## src/rtl/bram_uart_readback_if.sv

```systemverilog
// BRAM read port plus uart_send handshake used by the readback block.
// master = the readback engine, slave = BRAM/uart_send side.
interface bram_uart_readback_if #(
  parameter int ADDR_W = 14
);
  logic [ADDR_W-1:0] ram_addr;
  logic              ram_rd_en;
  logic [7:0]        ram_rdata;
  logic              uart_tx_busy;
  logic              uart_en;
  logic [7:0]        uart_din;

  modport master (
    output ram_addr, ram_rd_en, uart_en, uart_din,
    input  ram_rdata, uart_tx_busy
  );

  modport slave (
    input  ram_addr, ram_rd_en, uart_en, uart_din,
    output ram_rdata, uart_tx_busy
  );
endinterface

```

## src/rtl/bram_uart_readback.sv

```systemverilog
// Streams a BRAM byte range to uart_send as HDR, LEN_H, LEN_L, data..., CSUM.
// One read per data byte, issued only after the previous byte has left the UART.
module bram_uart_readback #(
  parameter int          ADDR_W   = 14,
  parameter logic [7:0]  HDR_BYTE = 8'hA5
) (
  input  logic              sys_clk,
  input  logic              sys_rst_n,
  input  logic              start,
  input  logic [ADDR_W-1:0] start_addr,
  input  logic [15:0]       byte_count,
  output logic              busy,
  output logic              done,
  bram_uart_readback_if.master bus
);

  typedef enum logic [2:0] {
    S_IDLE, S_SEND, S_WAIT_HI, S_WAIT_LO, S_RD, S_RD_WAIT, S_LATCH, S_DONE
  } state_t;

  typedef enum logic [2:0] {
    PH_HDR, PH_LEN_H, PH_LEN_L, PH_DATA, PH_CSUM
  } phase_t;

  state_t            state_q, state_d;
  phase_t            phase_q, phase_d;
  logic [ADDR_W-1:0] addr_q,  addr_d;
  logic [15:0]       cnt_q,   cnt_d;
  logic [7:0]        csum_q,  csum_d;
  logic [7:0]        din_q,   din_d;

  always_ff @(posedge sys_clk or negedge sys_rst_n) begin
    if (!sys_rst_n) begin
      state_q <= S_IDLE;
      phase_q <= PH_HDR;
      addr_q  <= '0;
      cnt_q   <= '0;
      csum_q  <= '0;
      din_q   <= '0;
    end else begin
      state_q <= state_d;
      phase_q <= phase_d;
      addr_q  <= addr_d;
      cnt_q   <= cnt_d;
      csum_q  <= csum_d;
      din_q   <= din_d;
    end
  end

  always_comb begin
    state_d = state_q;
    phase_d = phase_q;
    addr_d  = addr_q;
    cnt_d   = cnt_q;
    csum_d  = csum_q;
    din_d   = din_q;
    case (state_q)
      // DONE has busy low, so a start there is accepted just like in IDLE
      S_IDLE, S_DONE: begin
        if (start) begin
          addr_d  = start_addr;
          cnt_d   = byte_count;
          phase_d = PH_HDR;
          csum_d  = '0;
          din_d   = HDR_BYTE;
          state_d = S_SEND;
        end else begin
          state_d = S_IDLE;
        end
      end
      S_SEND:    if (!bus.uart_tx_busy) state_d = S_WAIT_HI;
      S_WAIT_HI: if (bus.uart_tx_busy)  state_d = S_WAIT_LO;
      S_WAIT_LO: begin
        if (!bus.uart_tx_busy) begin
          // cnt_q still holds the full length until the first LATCH
          case (phase_q)
            PH_HDR: begin
              phase_d = PH_LEN_H;
              din_d   = cnt_q[15:8];
              state_d = S_SEND;
            end
            PH_LEN_H: begin
              phase_d = PH_LEN_L;
              din_d   = cnt_q[7:0];
              state_d = S_SEND;
            end
            PH_LEN_L, PH_DATA: begin
              if (cnt_q != 16'd0) begin
                state_d = S_RD;
              end else begin
                phase_d = PH_CSUM;
                din_d   = csum_q;
                state_d = S_SEND;
              end
            end
            PH_CSUM: state_d = S_DONE;
            default: state_d = S_DONE;
          endcase
        end
      end
      S_RD:      state_d = S_RD_WAIT;
      S_RD_WAIT: state_d = S_LATCH;
      S_LATCH: begin
        din_d   = bus.ram_rdata;
        csum_d  = csum_q + bus.ram_rdata;
        addr_d  = addr_q + ADDR_W'(1);
        cnt_d   = cnt_q - 16'd1;
        phase_d = PH_DATA;
        state_d = S_SEND;
      end
      default: state_d = S_IDLE;
    endcase
  end

  assign busy          = (state_q != S_IDLE) && (state_q != S_DONE);
  assign done          = (state_q == S_DONE);
  assign bus.ram_addr  = addr_q;
  assign bus.ram_rd_en = (state_q == S_RD);
  assign bus.uart_en   = (state_q == S_SEND) && !bus.uart_tx_busy;
  assign bus.uart_din  = din_q;

endmodule

```

## src/flat_wrapper.sv

```systemverilog
// flat-port wrapper written by rule: the top's interface ports become plain ports
module bram_uart_readback_flat 
#(
  parameter int          ADDR_W   = 14,
  parameter logic [7:0]  HDR_BYTE = 8'hA5
)
  (sys_clk, sys_rst_n, start, start_addr, byte_count, busy, done, bus_ram_addr, bus_ram_rd_en, bus_uart_en, bus_uart_din, bus_ram_rdata, bus_uart_tx_busy);
  bram_uart_readback_if #(.ADDR_W(ADDR_W)) bus_i ();
  input  logic sys_clk;
  input  logic sys_rst_n;
  input  logic start;
  input  logic [ADDR_W-1:0] start_addr;
  input  logic [15:0] byte_count;
  output logic busy;
  output logic done;
  output wire logic [$bits(bus_i.ram_addr)-1:0] bus_ram_addr;
  output wire logic [$bits(bus_i.ram_rd_en)-1:0] bus_ram_rd_en;
  output wire logic [$bits(bus_i.uart_en)-1:0] bus_uart_en;
  output wire logic [$bits(bus_i.uart_din)-1:0] bus_uart_din;
  input wire logic [$bits(bus_i.ram_rdata)-1:0] bus_ram_rdata;
  input wire logic [$bits(bus_i.uart_tx_busy)-1:0] bus_uart_tx_busy;
  assign bus_ram_addr = bus_i.ram_addr;
  assign bus_ram_rd_en = bus_i.ram_rd_en;
  assign bus_uart_en = bus_i.uart_en;
  assign bus_uart_din = bus_i.uart_din;
  assign bus_i.ram_rdata = bus_ram_rdata;
  assign bus_i.uart_tx_busy = bus_uart_tx_busy;
  bram_uart_readback #(.ADDR_W(ADDR_W), .HDR_BYTE(HDR_BYTE)) u_core (.sys_clk(sys_clk), .sys_rst_n(sys_rst_n), .start(start), .start_addr(start_addr), .byte_count(byte_count), .busy(busy), .done(done), .bus(bus_i));
endmodule
```

## config.mk

```make
export PLATFORM = sky130hd
export DESIGN_NAME = bram_uart_readback_flat
export DESIGN_NICKNAME = d
export VERILOG_FILES = /design/src/rtl/bram_uart_readback_if.sv /design/src/rtl/bram_uart_readback.sv /design/src/flat_wrapper.sv
export SDC_FILE = /design/constraint.sdc
export NUM_CORES = 1
export LEC_CHECK = 0
export ABC_CLOCK_PERIOD_IN_PS = 4700
export BUFFER_PORTS_ARGS = -buffer_cell sky130_fd_sc_hd__buf_2
export CAP_MARGIN = 10
export CORE_ASPECT_RATIO = 1.75
export CORE_MARGIN = 4
export CORE_UTILIZATION = 45
export CTS_CLUSTER_SIZE = 40
export DETAILED_ROUTE_END_ITERATION = 8
export GPL_TIMING_DRIVEN = 1
export HOLD_SLACK_MARGIN = 0.12
export PLACE_DENSITY = 0.68
export REMOVE_ABC_BUFFERS = 1
export SYNTH_ARGS = -nofsm -noshare
export SYNTH_HDL_FRONTEND = slang
export SYNTH_SLANG_ARGS = --single-unit
```

## constraint.sdc

```tcl
create_clock -name sys_clk -period 4.7 [get_ports sys_clk]
set_input_delay 0.47 -clock sys_clk [delete_from_list [all_inputs] [get_ports sys_clk]]
set_output_delay 0.47 -clock sys_clk [all_outputs]
set_load 0.03 [all_outputs]
```

Word-level counts from Yosys, hierarchy flattened
Index checks and enable logic that the tools add are counted.
{"block": "classes", "add_sub_neg": 3, "eq_ne": 17, "reduce_logical": 15, "muxes": 23}
{"operator": "8-bit case mux with 3 select lines", "count": 2}
{"operator": "8-bit two-way mux", "count": 4}
{"operator": "16-bit case mux with 2 select lines", "count": 1}
{"operator": "14-bit case mux with 2 select lines", "count": 1}
{"operator": "3-bit two-way mux", "count": 7}
{"operator": "3-bit case mux with 7 select lines", "count": 1}
{"operator": "3-bit case mux with 3 select lines", "count": 2}
{"operator": "16-bit two-way mux", "count": 1}
{"operator": "8-bit case mux with 2 select lines", "count": 1}
{"operator": "16-bit nonzero test", "count": 1}
{"operator": "16-bit by 1-bit subtractor with 16-bit output, second input constant", "count": 1}
{"operator": "14-bit by 1-bit adder with 14-bit output, second input constant", "count": 1}
{"operator": "14-bit two-way mux", "count": 1}
{"operator": "3-bit by 2-bit equality test with 1-bit output, second input constant", "count": 4}
{"operator": "3-bit equality test, second input constant", "count": 4}
{"operator": "8-bit adder", "count": 1}
{"operator": "2-bit inequality test, second input constant", "count": 4}
{"operator": "3-bit by 1-bit equality test with 1-bit output, second input constant", "count": 2}
{"operator": "3-bit logical NOT", "count": 2}
{"operator": "3-bit inequality test, second input constant", "count": 2}
{"operator": "3-bit case mux with 2 select lines", "count": 1}
{"operator": "3-bit nonzero test", "count": 2}
{"operator": "2-bit OR reduction", "count": 3}
{"operator": "5-bit AND reduction", "count": 1}
{"operator": "other kinds (7)", "count": 8}
{"block": "totals", "inputBits": 42, "word_cells": 64, "ff_bits": 52}

Longest topological paths before layout
{"block": "depth", "word_depth": 5, "ltp_mapped": 9, "mapped_depth_nobuf": 8}

Worst setup path before layout
Ideal clock, no wire load.
{"block": "synth_timing", "path_type": "register -> register", "start": "reg u_core.cnt_q[7]", "end": "reg u_core.din_q[0], in the netlist u_core.bus.uart_din[0]", "setup_ns": 0.088, "path_stages_with_launch": 8, "path_buffers": 1, "setup_slack_ns": 2.164, "arrival_time_ns": 2.448, "period_less_slack_ns": 2.536, "required_time_ns": 4.612, "path_cell_list": "dfrtp_1 or4_4 or4_4 or4_4 a32oi_1 buf_4 nor2_1 a41oi_1"}
{"block": "synth_between", "elab_chain_len": 3}
{"element": "from (decl)", "line": "bram_uart_readback.sv:28", "rtl": "logic [15:0] cnt_q, cnt_d;"}
{"element": "from (signal assigned)", "line": "bram_uart_readback.sv:44", "rtl": "cnt_q <= cnt_d;"}
{"element": "16-bit nonzero test", "line": "bram_uart_readback.sv:88", "rtl": "if (cnt_q != 16'd0) begin"}
{"element": "3-bit inequality test (no source line)"}
{"element": "5-bit AND reduction (no source line)"}
{"element": "to (signal assigned)", "line": "bram_uart_readback.sv:46", "rtl": "din_q <= din_d;"}
{"element": "to (decl)", "line": "bram_uart_readback.sv:30", "rtl": "logic [7:0] din_q, din_d;"}
No other way between the ends.
A chain may end at the register's enable or synchronous reset.

Worst setup path after layout
{"block": "layout_timing", "start": "reg u_core.cnt_q[7]", "end": "reg u_core.din_q[5], in the netlist u_core.bus.uart_din[5]"}
The elaborated chain is that of the path after synthesis.

==> flow_metrics.tcl <==
set metrics [dict create \
    status "finished, final reports clean" \
    synth_cells 377 \
    fin_cells 519 \
    leakage_nw 1.62 \
    worst-r2r-setup-slack_ns 2.00 \
    timing.rr.end "u_core.bus.uart_din[5]" \
    reg2reg_from "u_core.cnt_q[7]" \
    synth-edff-count 0 \
    coreArea_um2 6810 \
    fmax_mhz 370 \
    maxCapViolCount 0 \
    worstMarginPinSlew_ns 0.695 \
    grt_overflow 0 \
    ys_seq_area_frac 0.416 \
    antenna_found_initial 0 \
    first_pass_iters 5 \
    start_util 0.459 \
    cts-root-buf "clkbuf_16" \
    synthFlopType "dfrtp_1" \
    synth_cell_types 50 \
    grt_pass1_wl_um 15000 \
    yosysTopAreaCell "dfrtp_1" \
    die_width_um 71.0 \
    endpoint_kind "flop" \
    worstRegToRegCells 7 \
    mappedNetlistArea_um2 3130 \
    cts_setup_buffers 0 \
    die_h_um 118 \
    netSwitchingFraction 0.485 \
    drtAntennaViolNets 0 \
    rows 40 \
    hold_viol 0 \
    synthTopCellsByArea "dfrtp_1 42%, nor2_1 6.2%, a21oi_1 4.8%" \
    dpl.hpwl_um 6810 \
    drive_gt1_frac 0.202 \
    gp_congestion 0.900 \
    pwr-share-clk 0.141 \
    cts_sinks 52 \
    p_comb_frac 0.494 \
    cts-resized-gates 0 \
    syn_area_per_cell_um2 8.29 \
    synth_top_area_share 0.416 \
    cts.clk_slew.worst_paths_ns 0.07 \
    grt_max_degree 53 \
    rsz0062_at_grt "false" \
    grt_pass1_vias 3069 \
    crit_fanout 20 \
    synth-seq-cells 52 \
    finalWirelength_um 9120 \
    clk-insertion-delay-late_ns 0.29 \
    cp_data_required_time_ns 4.91 \
    p_sw_mw 1.28 \
    hold_buffers 0 \
    cts.htree.levels 2 \
    nNetsFinal 486 \
    n_antenna_cell 0 \
    hp-class "primary input to asynchronous set/reset pin" \
    drc 0 \
    ys_top_cells_by_count "52 x dfrtp_1, 52 x nor2_1, 34 x nand2_1" \
    areaGrowthSynthToFinish_pct 17.5 \
    fin_worst_skew_ns 0.00496 \
    design.die.area_um2 8400 \
    finalSetupViolCount 0 \
    vias 3115 \
    pwr-share-seq 0.365 \
    grt.total_usage 0.226 \
    arrival_ns 2.91 \
    drtIter0Drc 188 \
    drv_slew 0 \
    relSlewSlack 0.535 \
    fin_crit_ns 2.70 \
    fin_crit_sh 0.576 \
    ir_drop_mv 0.357 \
    setup-tns-final_ns 0 \
    cts_buffers 5 \
    async_flop_share 1.00 \
    clockBufferDepth 2 \
    avgRoutedWirePerCell_um 17.6 \
    via_per_inst 6.00 \
    startpoint_type "flop" \
    portBuffers 67 \
    power.internal_mw 1.36 \
    path_class "flop to flop" \
    power_density_nw_per_um2 716 \
    dp.cells 511 \
    cts_tree "done" \
    yosys_warnings 0 \
    ioPinCount 68 \
]
## worst max-delay path, stage by stage, from the launching register on
cell     delay, ns
dfrtp_1       0.43
or4_4         0.57
or4_4         0.46
or4_4         0.46
a32oi_1       0.21
buf_4         0.26
nor2_1        0.06
a41oi_1       0.16
## layout make-up
class | count | area [um2]
tap | 84 | 105
multi-input combinational | 291 | 1700
timing repair buffer | 73 | 380
sequential | 52 | 1300
clock inverter | 2 | 10.0
inverter | 11 | 41.3
clock buffer | 6 | 139
fill | 667 | 3130
## how the worst max path moves through the flow
stage,cells after the start,slack [ns],start,to
after floorplan,5,1.61,u_core.cnt_q[7],u_core.bus.uart_din[0]
after global placement,7,2.08,u_core.cnt_q[7],u_core.bus.uart_din[5]
after detailed placement,7,1.99,u_core.cnt_q[7],u_core.bus.uart_din[5]
after CTS,7,1.98,u_core.cnt_q[7],u_core.bus.uart_din[5]
after global routing,7,1.88,u_core.cnt_q[7],u_core.bus.uart_din[5]
final,7,2.00,u_core.cnt_q[7],u_core.bus.uart_din[5]
## cell usage in the layout (no fill, tap or decap), drive strengths merged, types with 2 or more instances in the layout
| cell | instances |
|---|---|
| a211oi | 5 |
| a21o | 4 |
| a21oi | 30 |
| a221o | 3 |
| a22oi | 7 |
| a311oi | 5 |
| a31oi | 3 |
| a32oi | 2 |
| a41oi | 3 |
| and3 | 4 |
| and4 | 2 |
| buf | 73 |
| clkbuf | 6 |
| clkinv | 2 |
| dfrtp | 52 |
| ha | 9 |
| inv | 11 |
| nand2 | 34 |
| nand2b | 5 |
| nand3 | 21 |
| nand4 | 2 |
| nor2 | 52 |
| nor2b | 2 |
| nor3 | 14 |
| nor4 | 2 |
| o211ai | 7 |
| o21ai | 33 |
| o22a | 4 |
| o22ai | 8 |
| or2 | 3 |
| or3 | 4 |
| or4 | 4 |
| xnor2 | 3 |
| xor2 | 3 |
## routing by layer
layer / GRT usage / wire, um
met1: 0.257 / 3500
met2: 0.378 / 4580
met3: 0.0468 / 519
met4: 0.141 / 524
met5: 0 / 0
## power by group through the flow
stage	combinational [mW]	sequential, mW	clock [mW]
3_5_place_dp	1.30	0.960	0
5_1_grt	1.45	0.993	0.397
3_3_place_gp	1.28	0.948	0
4_1_cts	1.31	0.952	0.382
2_1_floorplan	0.782	1.03	0
6_report	1.30	0.959	0.372
## flip-flops by register name (all words and copies together), names as in the netlist
register             cells
u_core.bus.ram_addr     14
u_core.bus.uart_din      8
u_core.cnt_q            16
u_core.csum_q            8
u_core.phase_q           3
u_core.state_q           3
## kinds of logic after synthesis
logic type | after synthesis | synth area share
XOR/XNOR | 6 | 0.0168
AO/OA/AOI/OAI | 121 | 0.247
buffers and inverters | 34 | 0.0432
flip-flops | 52 | 0.416
adder cells (fa/ha/maj) | 10 | 0.0424
AND/OR/NAND/NOR | 153 | 0.232
multiplexers | 1 | 0.00320
## through the flow
stage | area, um2 | setup slack [ns] | total power [mW] | util | hold slack, ns
4_1_cts | 3670 | 1.98 | 2.64 | 0.540 | 0.324
3_3_place_gp | 3520 | 2.08 | 2.22 | 0.518 | 0.460
2_1_floorplan | 3030 | 1.61 | 1.82 | - | 0.174
6_report | 3670 | 2.00 | 2.63 | 0.540 | 0.292
5_1_grt | 3670 | 1.88 | 2.85 | 0.540 | 0.353
3_5_place_dp | 3520 | 1.99 | 2.26 | 0.518 | 0.480
(Power assumes the default switching activity.)
